--- src/rtl/gs232c_raminit_pkg.sv ---
// Shared encodings for the RAM initialisation controller: FSM states and
// init-pattern selectors.
package gs232c_raminit_pkg;

    typedef enum logic [1:0] {
        ST_IDLE  = 2'd0,
        ST_SWEEP = 2'd1,
        ST_DONE  = 2'd2
    } state_e;

    localparam int INIT_MODE_CONST = 0;
    localparam int INIT_MODE_INDEX = 1;

endpackage

--- src/rtl/gs232c_raminit_ctrl.sv ---
// Sweeps every entry of BANKS equal-depth RAM banks writing an init pattern,
// once after reset and again on each start request; stalls on !ready.
//
// Handshake: a write is taken in every cycle where we != 0 and ready = 1;
// while ready = 0 the index, we and wdata hold unchanged.
module gs232c_raminit_ctrl
    import gs232c_raminit_pkg::*;
#(
    parameter int                 IDX_W     = 6,
    parameter int                 DEPTH     = 64,
    parameter int                 DATA_W    = 32,
    parameter int                 BANKS     = 1,
    parameter int                 INIT_MODE = INIT_MODE_CONST,
    parameter logic [DATA_W-1:0]  INIT_VAL  = '0
) (
    input  logic                clock,
    input  logic                reset,
    input  logic                start,
    input  logic [BANKS-1:0]    bank_mask,
    input  logic                ready,
    output logic [IDX_W-1:0]    index,
    output logic [DATA_W-1:0]   wdata,
    output logic [BANKS-1:0]    we,
    output logic                busy,
    output logic                done,
    output logic [1:0]          state_o
);

    if (DEPTH < 2 || DEPTH > (1 << IDX_W) || BANKS < 1) begin : g_bad_params
        $error("gs232c_raminit_ctrl: DEPTH must be 2..2**IDX_W and BANKS >= 1");
    end

    // Terminal compare is against DEPTH-1 so non-power-of-two depths never
    // wander past the last real entry.
    localparam logic [IDX_W-1:0] LAST_IDX = IDX_W'(DEPTH - 1);

    state_e              state_q;
    logic [IDX_W-1:0]    index_q;
    logic [IDX_W-1:0]    index_d;
    logic [BANKS-1:0]    we_q;
    logic                busy_q;
    logic                done_q;

    assign index_d = index_q + IDX_W'(1);

    // we_q doubles as the latched bank mask: it holds the mask for the whole
    // sweep and is cleared outside it.
    always_ff @(posedge clock) begin
        if (reset) begin
            state_q <= ST_SWEEP;
            index_q <= '0;
            we_q    <= '1;
            busy_q  <= 1'b1;
            done_q  <= 1'b0;
        end else begin
            case (state_q)
                ST_SWEEP: begin
                    if (ready) begin
                        if (index_q == LAST_IDX) begin
                            state_q <= ST_DONE;
                            index_q <= '0;
                            we_q    <= '0;
                            busy_q  <= 1'b0;
                            done_q  <= 1'b1;
                        end else begin
                            index_q <= index_d;
                        end
                    end
                end

                ST_IDLE, ST_DONE: begin
                    state_q <= ST_IDLE;
                    we_q    <= '0;
                    busy_q  <= 1'b0;
                    done_q  <= 1'b0;
                    if (start) begin
                        if (bank_mask != '0) begin
                            state_q <= ST_SWEEP;
                            index_q <= '0;
                            we_q    <= bank_mask;
                            busy_q  <= 1'b1;
                        end else begin
                            // Empty mask: no writes, but the requester still
                            // gets its completion pulse.
                            state_q <= ST_DONE;
                            done_q  <= 1'b1;
                        end
                    end
                end

                default: begin
                    state_q <= ST_IDLE;
                    index_q <= '0;
                    we_q    <= '0;
                    busy_q  <= 1'b0;
                    done_q  <= 1'b0;
                end
            endcase
        end
    end

    assign index   = index_q;
    assign we      = we_q;
    assign busy    = busy_q;
    assign done    = done_q;
    assign state_o = state_q;
    assign wdata   = (INIT_MODE == INIT_MODE_INDEX) ? DATA_W'(index_q) : INIT_VAL;

endmodule

--- config.mk ---
export PLATFORM = sky130hd
export DESIGN_NAME = gs232c_raminit_ctrl
export DESIGN_NICKNAME = d
export VERILOG_FILES = /design/src/rtl/gs232c_raminit_pkg.sv /design/src/rtl/gs232c_raminit_ctrl.sv
export SDC_FILE = /design/constraint.sdc
export NUM_CORES = 1
export LEC_CHECK = 0
export CAP_MARGIN = 20
export CORE_MARGIN = 4
export CORE_UTILIZATION = 35
export CTS_CLUSTER_SIZE = 28
export DETAILED_ROUTE_END_ITERATION = 6
export GPL_TIMING_DRIVEN = 1
export PLACE_DENSITY = 0.88
export SLEW_MARGIN = 20
export SYNTH_ARGS = -nofsm -noshare
export SYNTH_HDL_FRONTEND = slang
export SYNTH_SLANG_ARGS = --single-unit
--- constraint.sdc ---
create_clock -name clock -period 2.2 [get_ports clock]
set_clock_uncertainty 0.2 [all_clocks]
set_input_delay 0.44 -clock clock [delete_from_list [all_inputs] [get_ports clock]]
set_output_delay 0.44 -clock clock [all_outputs]
set_load 0.01 [all_outputs]
==> reports/results.txt <==
GP Congestion: 0.8502
Cell Pwr Density: 463.8 nW/µm²
RSZ-0062 raised after global routing: false
Power, Total: 0.0003650 W
Crit Path Category: flip-flop to output port
Via density: 3.922
Min Tclk post-route: 1.899 ns
Status: finished, final reports clean
Crit path max-delay family: buffers and inverters
Clock-pin transition on the worst setup and hold timing paths: 0.06 ns
Worst path bufs/invs: 1
CTS tree: yes
Setup bufs post-CTS: 0
Io pins: 48
Hold path cells: 2
Final Setup Violations: 0
Final Hold Viols: 0
Post-route DRC violation count: 0
Fillers: 218
Inserted Diodes: 0
Period utilization: 86.31%
Worst path required time: 1.56 ns
Die ar.: 2832 µm²
Routed Antenna Nets: 0
Primary FF master, synth: dfxtp_1
Initial antenna violation count: 0
Largest cells by area after synthesis: buf_4 36%, dfxtp_1 25%, xnor2_1 4.9%, nor2_1 3.7%, o31ai_4 3.0%
Number of global-route vias before repair: 421
First DRT Iteration DRCs: 14
Area share of the largest cell type after synthesis: 35.66%
Clock Path Buffers: 2
CP Capture Type: output port
Post-CTS Resized: 0
Cell leakage power: 0.3493 nW
Post-synth top area cell: buf_4
Most frequent cell after synthesis: buf_4
Layout cell share with drive strength beyond 1: 8.824%
Post-synth EDFFs: 0
Crit path DAT: 1.26 ns
Drt wl/cell: 9.891 µm
Final layout net count: 109
Post-synth top cells: 34 x buf_4, 9 x dfxtp_1, 7 x nor2_1
Pins Over Slew Limit: 0
Largest net degree at the start of global routing: 7
Grt ovf: 0
Critical-path cell list: clkdlybuf4s50_1
Worst path depth: 1
Hold Slack: 0.2832 ns
Cts hold-fix bufs: 0
Synth cell types: 24
Worst skew pair latency: 0.27 ns
Post-Layout Inst Area: 787.0 µm²
R2R Setup Slk: 0.57 ns
Max_cap viols: 0
Post-route setup slack: 0.3013 ns
Critical path startpoint category: flip-flop
Total core area: 1962 µm²
FMAX: 526.7 MHz
Final WL: 1276 µm
Ys async rst share: 0%
RR Startpoint: index[0]
Area Overhead vs Synth: 9.965%
Post-route setup TNS: 0 ns
HP Start: busy
Worst path max stage delay: 0.57 ns
Die W: 53.22 µm
Htree depth: 1
Slowest-stage cell, CP: clkdlybuf4s50_1
Vias: 506
Pre-antenna DRT Iters: 4
Initial Util: 36.48%
Placement Cell Area: 760.7 µm²
Buffers on Ports: 15
Avg Synthesized Cell Area: 8.322 µm²
Cell Area, Synth: 715.7 µm²
HP Class: flip-flop to flip-flop
Clk root buf: clkbuf_4
RR Endpoint: index[2]
Die Y: 53.22 µm
Clock sink total: 9
Tot GR Track Use: 9.335%
WHS Endpoint: busy
Dpl ws: 0.2597 ns
Reg2reg path depth: 5
Peak VDD IR: 0.1500 mV
Num CTS Buffers: 3
Worst-path fanout max: 4
First-pass GRT wire length: 1807 µm
Cells after synthesis: 86
DP Wirelength: 1046 µm
Yosys warns: 0
Sequential area share after synthesis: 25.17%
Register bit total from synthesis: 9
Num rows: 16
per-stage QoR:
stage,utilization (%),std cells
global route,40.11,129
finish,40.11,129
global placement,38.78,125
floorplan,-,117
detailed placement,38.78,125
CTS,40.11,129
worst min-delay path, stage by stage (launching register included):
cell and delay (ns):
dfxtp_1 0.32, inv_1 0.05, o21ai_0 0.07
layout make-up:
class                           count  area, µm²  share of cell area (%)
Timing Repair Buffer               15      150.1                   19.08
Sequential cell                     9      180.2                   22.89
Inverter                            3      11.26                   1.431
Tap cell                           27      33.78                   4.293
Multi-Input combinational cell     71      385.4                   48.97
Clock buffer                        4      26.28                   3.339
worst max-delay path by stage:
| stage | from | to | slack (ns) |
|---|---|---|---|
| CTS | state_o[0] | state_o[0] | 0.29 |
| finish | index[0] | index[0] | 0.30 |
| floorplan | index[0] | index[0] | 0.68 |
| global placement | bank_mask | index[3] | 0.30 |
| detailed placement | bank_mask | index[2] | 0.26 |
| global route | state_o[0] | state_o[0] | 0.24 |
where the power goes:
group          switching [W]  internal [W]  total [W]
sequential        0.00000497      0.000167   0.000172
combinational      0.0000419     0.0000203  0.0000622
clock              0.0000609     0.0000701   0.000131
cells in the final DEF (no fill, tap or decap):
master	synthesis	routed
a211oi_2	1	1
a21boi_0	1	1
a21oi_1	4	4
a21oi_2	1	1
and2_1	2	2
and2b_2	1	1
and3_1	1	1
clkbuf_1	0	1
clkbuf_4	0	3
clkdlybuf4s50_1	0	15
conb_1	1	32
dfxtp_1	9	9
ha_1	1	1
inv_1	3	3
nand2_1	5	5
nand2b_1	1	1
nand3_1	3	3
nand3b_4	1	1
nor2_1	7	7
nor3_1	1	1
o21ai_0	1	1
o21ai_1	1	1
o21ai_2	1	1
o31ai_4	1	1
o32a_1	1	1
xnor2_1	4	4
state kept, by name, indices dropped and copies added, names as in the netlist:
name / cells
busy: 1
done: 1
index: 6
state_o: 1
cell families (layout without fill, tap and decap cells):
logic type | count (synthesis) | after routing | synth area share [%]
AOI/OAI and AO/OA | 12 | 12 | 13.81
and+or+nand+nor | 22 | 22 | 16.61
DFF | 9 | 9 | 25.17
adders and majority gates | 1 | 1 | 1.748
buffers and inverters | 37 | 22 | 37.24
other | 1 | 32 | 0.5240
xor gates and xnor gates | 4 | 4 | 4.895
layer usage:
layer  GRT usage [%]  vias up  wire [µm]
met2           13.27       30        624
li1                -      244          -
met5               0        -          0
met1           10.30      227        467
met4           8.511        0         38
met3           3.944        5        145
(Power assumes the default switching activity.)
